`src/rtl/multi_operand_proc.sv`:
```
// Sequential fold unit: NUM_OPS operand registers reduced in index order, one per cycle,
// with sum/max/min/xor selected by a mode latched at start.
module multi_operand_proc #(
  parameter int unsigned WIDTH   = 4,
  parameter int unsigned NUM_OPS = 4
) (
  input  logic               clk,
  input  logic               rst_n,
  input  logic [WIDTH-1:0]   ld_data,
  input  logic [NUM_OPS-1:0] ld_sel,
  input  logic [1:0]         mode,
  input  logic               start,
  output logic [WIDTH-1:0]   result,
  output logic               ovf,
  output logic               rdy,
  output logic               proc,
  output logic               done
);

  localparam int unsigned IdxW = $clog2(NUM_OPS);
  localparam logic [IdxW-1:0] LastIdx = IdxW'(NUM_OPS - 1);
  localparam logic [IdxW-1:0] IdxOne  = IdxW'(1);

  typedef enum logic [1:0] {StIdle, StRun, StDone} state_e;

  state_e           state_q, state_d;
  logic [IdxW-1:0]  idx_q, idx_d;
  logic [WIDTH-1:0] acc_q, acc_d;
  logic             carry_q, carry_d;
  logic [1:0]       mode_q, mode_d;
  logic [WIDTH-1:0] result_q, result_d;
  logic             ovf_q, ovf_d;
  logic [WIDTH-1:0] ops_q [NUM_OPS];
  logic [WIDTH-1:0] ops_d [NUM_OPS];

  logic [WIDTH-1:0] op;
  logic [WIDTH:0]   sum_w;

  always_comb begin
    state_d  = state_q;
    idx_d    = idx_q;
    acc_d    = acc_q;
    carry_d  = carry_q;
    mode_d   = mode_q;
    result_d = result_q;
    ovf_d    = ovf_q;
    ops_d    = ops_q;
    op       = ops_q[idx_q];
    sum_w    = {1'b0, acc_q} + {1'b0, op};

    unique case (state_q)
      StIdle: begin
        for (int i = 0; i < NUM_OPS; i++) begin
          if (ld_sel[i]) ops_d[i] = ld_data;
        end
        if (start) begin
          mode_d  = mode;
          idx_d   = '0;
          state_d = StRun;
        end
      end
      StRun: begin
        if (idx_q == '0) begin
          acc_d   = op;
          carry_d = 1'b0;
        end else begin
          unique case (mode_q)
            2'b00: begin
              acc_d   = sum_w[WIDTH-1:0];
              carry_d = carry_q | sum_w[WIDTH];
            end
            2'b01:   acc_d = (op > acc_q) ? op : acc_q;
            2'b10:   acc_d = (op < acc_q) ? op : acc_q;
            default: acc_d = acc_q ^ op;
          endcase
        end
        // Last operand: publish the freshly folded value in the same edge.
        if (idx_q == LastIdx) begin
          result_d = acc_d;
          ovf_d    = carry_d & (mode_q == 2'b00);
          state_d  = StDone;
        end else begin
          idx_d = idx_q + IdxOne;
        end
      end
      StDone:  state_d = StIdle;
      default: state_d = StIdle;
    endcase
  end

  always_ff @(posedge clk) begin
    if (!rst_n) begin
      state_q  <= StIdle;
      idx_q    <= '0;
      acc_q    <= '0;
      carry_q  <= 1'b0;
      mode_q   <= 2'b00;
      result_q <= '0;
      ovf_q    <= 1'b0;
      for (int i = 0; i < NUM_OPS; i++) ops_q[i] <= '0;
    end else begin
      state_q  <= state_d;
      idx_q    <= idx_d;
      acc_q    <= acc_d;
      carry_q  <= carry_d;
      mode_q   <= mode_d;
      result_q <= result_d;
      ovf_q    <= ovf_d;
      for (int i = 0; i < NUM_OPS; i++) ops_q[i] <= ops_d[i];
    end
  end

  assign result = result_q;
  assign ovf    = ovf_q;
  assign rdy    = (state_q == StIdle);
  assign proc   = (state_q == StRun);
  assign done   = (state_q == StDone);

endmodule

```
`config.mk`:
```
export PLATFORM = sky130hd
export DESIGN_NAME = multi_operand_proc
export DESIGN_NICKNAME = d
export VERILOG_FILES = /design/src/rtl/multi_operand_proc.sv
export SDC_FILE = /design/constraint.sdc
export NUM_CORES = 1
export LEC_CHECK = 0
export ABC_CLOCK_PERIOD_IN_PS = 3450
export CORE_UTILIZATION = 35
export CTS_CLUSTER_DIAMETER = 120
export DETAILED_ROUTE_END_ITERATION = 8
export GPL_TIMING_DRIVEN = 0
export PLACE_DENSITY = 0.64
export SYNTH_ARGS = -nofsm -noshare
export SYNTH_HDL_FRONTEND = slang
export SYNTH_SLANG_ARGS = --single-unit
```
`constraint.sdc`:
```
create_clock -name clk -period 3.45 [get_ports clk]
set_input_delay 0.8625 -clock clk [delete_from_list [all_inputs] [get_ports clk]]
set_output_delay 0.8625 -clock clk [all_outputs]
set_load 0.01 [all_outputs]
```
# Word level (Yosys, flattened, before mapping)
# Cells that the tools add are included.
[word_totals]
input_bits = 13
latchBits = 0
word_cells = 56
romBits = 0
regBits = 32
mem_bits_rw = 0
memories = 0
[classes]
div = 0
reduce_logical = 12
multipliers = 0
bitwise = 4
addsub = 2
eq_ne = 8
magnitude_cmp = 3
shift = 0
mux = 16
[ops]
columns = ["operator", "count"]
rows = [
  ["$mux 4", 5],
  ["$reduce_and 2->1", 7],
  ["$pmux 4 s3", 1],
  ["$bmux 4 s2", 1],
  ["$mux 2", 4],
  ["$pmux 2 s2", 2],
  ["$eq 2x2->1 const B", 3],
  ["$logic_not 2->1", 3],
  ["$add 4x4->5", 1],
  ["$eq 2x1->1 const B", 2],
  ["$gt 4x4->1", 1],
  ["$lt 4x4->1", 1],
  ["$ne 2x2->1 const B", 2],
  ["$xor 4x4->4", 1],
  ["$ge 3x3->1 const B", 1],
  ["$mux 1", 3],
  ["$not 2->3", 1],
  ["$reduce_and 3->1", 1],
  ["$add 2x1->2 const B", 1],
  ["$ne 2x1->1 const B", 1],
  ["$reduce_bool 2->1", 1],
  ["$and 1x1->1", 1],
  ["$or 1x1->1", 1],
]

# Logic depth before layout (Yosys ltp)
[depth]
ltp_word = 10
mapped_depth = 11
mapped_depth_nobuf = 10

# Worst setup path before layout
# OpenSTA, ideal clock, no wires.
[synth_path]
path_kind = "register to register"
start = "reg idx_q[1]"
end = "reg acc_q[3]"
t_required_ns = 3.363
setup_ns = 0.087
path_stages_with_launch = 10
slack_ns = 0.834
synth_period_minus_slack_ns = 2.616
arrival_time_ns = 2.529
path_cell_list = "dfxtp_1 clkbuf_2 mux4_1 ha_1 inv_1 a221oi_1 xor2_1 nor2_1 o31a_1 o31ai_1"
[synth_between]
elab_chain_cells = 8
[synth_rtl]
columns = ["element", "line", "text"]
rows = [
  ["start: declaration", "27", "logic [IdxW-1:0] idx_q, idx_d;"],
  ["start signal: assignment", "103", "idx_q <= idx_d;"],
  ["$not 2->3 (not written as such)", "48", "op = ops_q[idx_q];"],
  ["$bmux 4 s2", "48", ""],
  ["$mux 4 (not written as such) (2 in series)", "48", ""],
  ["$lt 4x4->1 or $gt 4x4->1 (tied branches)", "73, 72", ""],
  ["$mux 4, on equally long branches", "73, 72", ""],
  ["$pmux 4 s3", "67", "unique case (mode_q)"],
  ["$mux 4 *", "63", "if (idx_q == '0) begin"],
  ["end signal: assignment", "95", "acc_q <= '0;"],
  ["end signal: assignment", "104", "acc_q <= acc_d;"],
  ["end: declaration", "28", "logic [WIDTH-1:0] acc_q, acc_d;"],
]
# Mark *: on every way between the ends. The rest lies on a longest branch, timed or not. The select of a mux whose other input is x is not followed.
# A chain may end at the register's enable or synchronous reset.

# Worst setup path after layout
# Ends and elaborated chain as after synthesis.

==> metrics.txt <==
number of synthesized flops with an enable pin 0; Worst Slack Setup Final approximately 500 ps; number of antenna diodes 0; commonest cells after routing, fill and taps aside dfxtp_1 (32), nor2b_1 (22), clkdlybuf4s50_1 (20); routed len/inst between 10 and 15 um; Hold Crit Depth 2; number of clock sinks 32; clock buffer count from CTS 5; global-route wire length before repair 7240 um; WP data arrival 3150 ps; Max FO, Critical Path 6; register area share after synthesis between 30% and 40%; xor and xnor area share after synthesis 0.871%; DRC Markers 0; max frequency about 0.34 GHz; area added between synthesis and finish 20.7%; clock root cell clkbuf_8; Post-Syn Area 0.00201 sq mm; post-route minimum period 2950 ps; number of placement rows 27; Clock Latency Late Sink approximately 280 ps; Worst EP required ~3700 ps; Simple-Gate Fraction of Synth Area between 10% and 20%; leading cell type in the layout, fill and taps excluded dfxtp_1; setup repair after global routing missed its margin no; startpoint class of the critical path register; maximum number of pins on one net before global-route repair 11; remaining global-route overflow 0; Max Transition Viols Final 0; share of synthesized flip-flops with an asynchronous set or reset 0%; Synth Net Count between 200 and 250; htree depth 2; relative slew slack about two thirds; count of input and output buffers 20; Setup Fix Bufs, Post-CTS 0; Total Routing Usage GR between 15 and 20%; Total Neg Setup Slack 0 ps; fill cell total of the finished layout around 580; leakage component of the power roughly 0.94 nW; flip-flop and latch count after synthesis 32; last weighted congestion value of the routability-driven placer roughly 0.84; drt first pass iters 4; final worst-path cycle share 85.5%; Adder-Cell Fraction of Synth Area approximately 8%; top_reg_cell synth dfxtp_1; measured slew at the worst slew-check pin ~510 ps; vias in the first global route roughly 1500; ratio of routed vias to standard cells 5.09; combinational family with the most area after synthesis simple AND/OR/NAND/NOR gates; Worst Reg-to-Reg Cells 9; clock skew just under 8 ps; number of DRC markers after the initial detailed-route iteration 67; area fraction in compound gates after synthesis 17.4%; Synthesis Warnings 0; CTS hold repair buffers 0; post-CTS clock slew at the launch and capture registers of the worst setup and hold paths about 70 ps; CTS tree built; status finished, final reports clean; worst setup slack before clock tree synthesis between 500 and 600 ps; slowest stage cell, crit path mux4_1; max-cap viol count 0; count of vias placed by the detailed router around 1600; placeable core region 0.00554 sq mm; IR Drop Worst-Case VDD between 200 and 300 uV; deepest clock path buffer count 2; Die Ht between 70 and 80 um; remaining number of nets flagged by the antenna check after routing 0; Syn Area/Cell about 9 sq um; number of unique standard cell types used by synthesis slightly below 50; classification of the worst-slack hold path register to register; post-synthesis mux area share between 10% and 20%; ordered list of cells on the worst path clkbuf_2 > mux4_1 > ha_1 > inv_1 > a221oi_1 > xor2_1 > nor2_1 > o31a_1 > o31ai_1; estimated wirelength of the detail-placed design about 3300 um; effective utilization at floorplan 36.3%; fraction of layout cells with a size suffix above 1 between 10% and 20%; final hold vios 0; number of top-level design ports 21; power density over the cells between 400 and 500 mW/mm^2; count of instances resized after the clock tree is built 0; number of nets at the end of the flow between 200 and 300; Routed WL 4330 um; Crit Path Category register to register; number of setup violations in the final report 0; Die Span X around 78 um; Setup crit end kind register; die area 0.00606 sq mm; count of mapped cells out of synthesis ~220; antenna violations before repair 0; largest incremental delay on the critical path approximately 700 ps
[sequential cells by signal, summed over array words and instances, names as in the netlist]
name	cells
acc_q	4
carry_q	1
idx_q	2
mode_q	2
ops_q	16
ovf	1
result	4
state_q	2
[per-stage QoR]
step           total power (W)  instance area [sq um]  utilization (%)  cells  hold slack (ps)
6_report               0.00103                   2430             43.8    324              474
5_1_grt                0.00108                   2430             43.8    324              500
4_1_cts                0.00104                   2430             43.8    324              481
3_5_place_dp          0.000640                   2300             41.6    316              472
3_3_place_gp          0.000639                   2300             41.6    316              455
2_1_floorplan         0.000578                   2010                -    224              465
[cell usage after synthesis, drive strengths merged (4+ instances only)]
cell type | n | area, sq um
clkbuf | 8 | 32.5
mux4 | 4 | 97.6
nand2 | 14 | 55.1
ha | 11 | 138
inv | 15 | 56.3
a21oi | 13 | 72.6
o21ai | 9 | 45.0
mux2i | 19 | 190
nor2b | 22 | 138
nor2 | 17 | 63.8
and2 | 4 | 25.0
nand3 | 5 | 25.0
dfxtp | 32 | 641
buf | 6 | 55.1
[layout make-up]
| cell class | instances | area, sq um | area share [%] |
|---|---|---|---|
| Buffer | 14 | 87.6 | 3.61 |
| Sequential cell | 32 | 641 | 26.4 |
| Tap cell | 72 | 90.1 | 3.71 |
| Clock buffer | 7 | 96.3 | 3.97 |
| Multi-Input combinational cell | 162 | 1220 | 50.4 |
| Clock inverter | 1 | 30.0 | 1.24 |
| Timing Repair Buffer | 20 | 200 | 8.24 |
| Inverter | 16 | 60.1 | 2.47 |
[critical path, delay by kind of cell (launching register included)]
family                   cells  cell delay [ps]
adder cells (fa/ha/maj)      1              420
flip-flops                   1              320
AND/OR/NAND/NOR              1               50
AO/OA/AOI/OAI                3              940
buffers and inverters        2              260
XOR/XNOR                     1              180
multiplexers                 1              700
[worst paths after layout]
kind	endpoint	slack [ps]	from
worst min-delay path	ovf	470	ovf
worst max register to register	acc_q[3]	500	idx_q[1]
worst max-delay path	acc_q[3]	500	idx_q[1]
worst min register to register	ovf	470	ovf
[kinds of logic after synthesis]
logic type	count (synthesis)
fa+ha+maj	12
xor+xnor	2
compound gates	49
mux	24
simple gates	75
buf+inv	30
flops	32
[where the power goes]
part	internal [W]	leakage, nW	switching [W]
Sequential	0.000388	0.262	0.0000129
Clock	0.000255	0.0645	0.000139
Combinational	0.000106	0.611	0.000128
Total	0.000749	0.937	0.000279
[metal layers]
layer | wire, um | share of wire (%) | vias to the layer above | track usage, %
li1 | - | - | 838 | -
met4 | 80 | 1.8 | 0 | 6.79
met3 | 91 | 2.1 | 8 | 2.47
met2 | 2140 | 50 | 23 | 25.6
met5 | 0 | 0 | - | 0
met1 | 2010 | 46 | 780 | 19.5
Power figures use the tool's default switching activity.
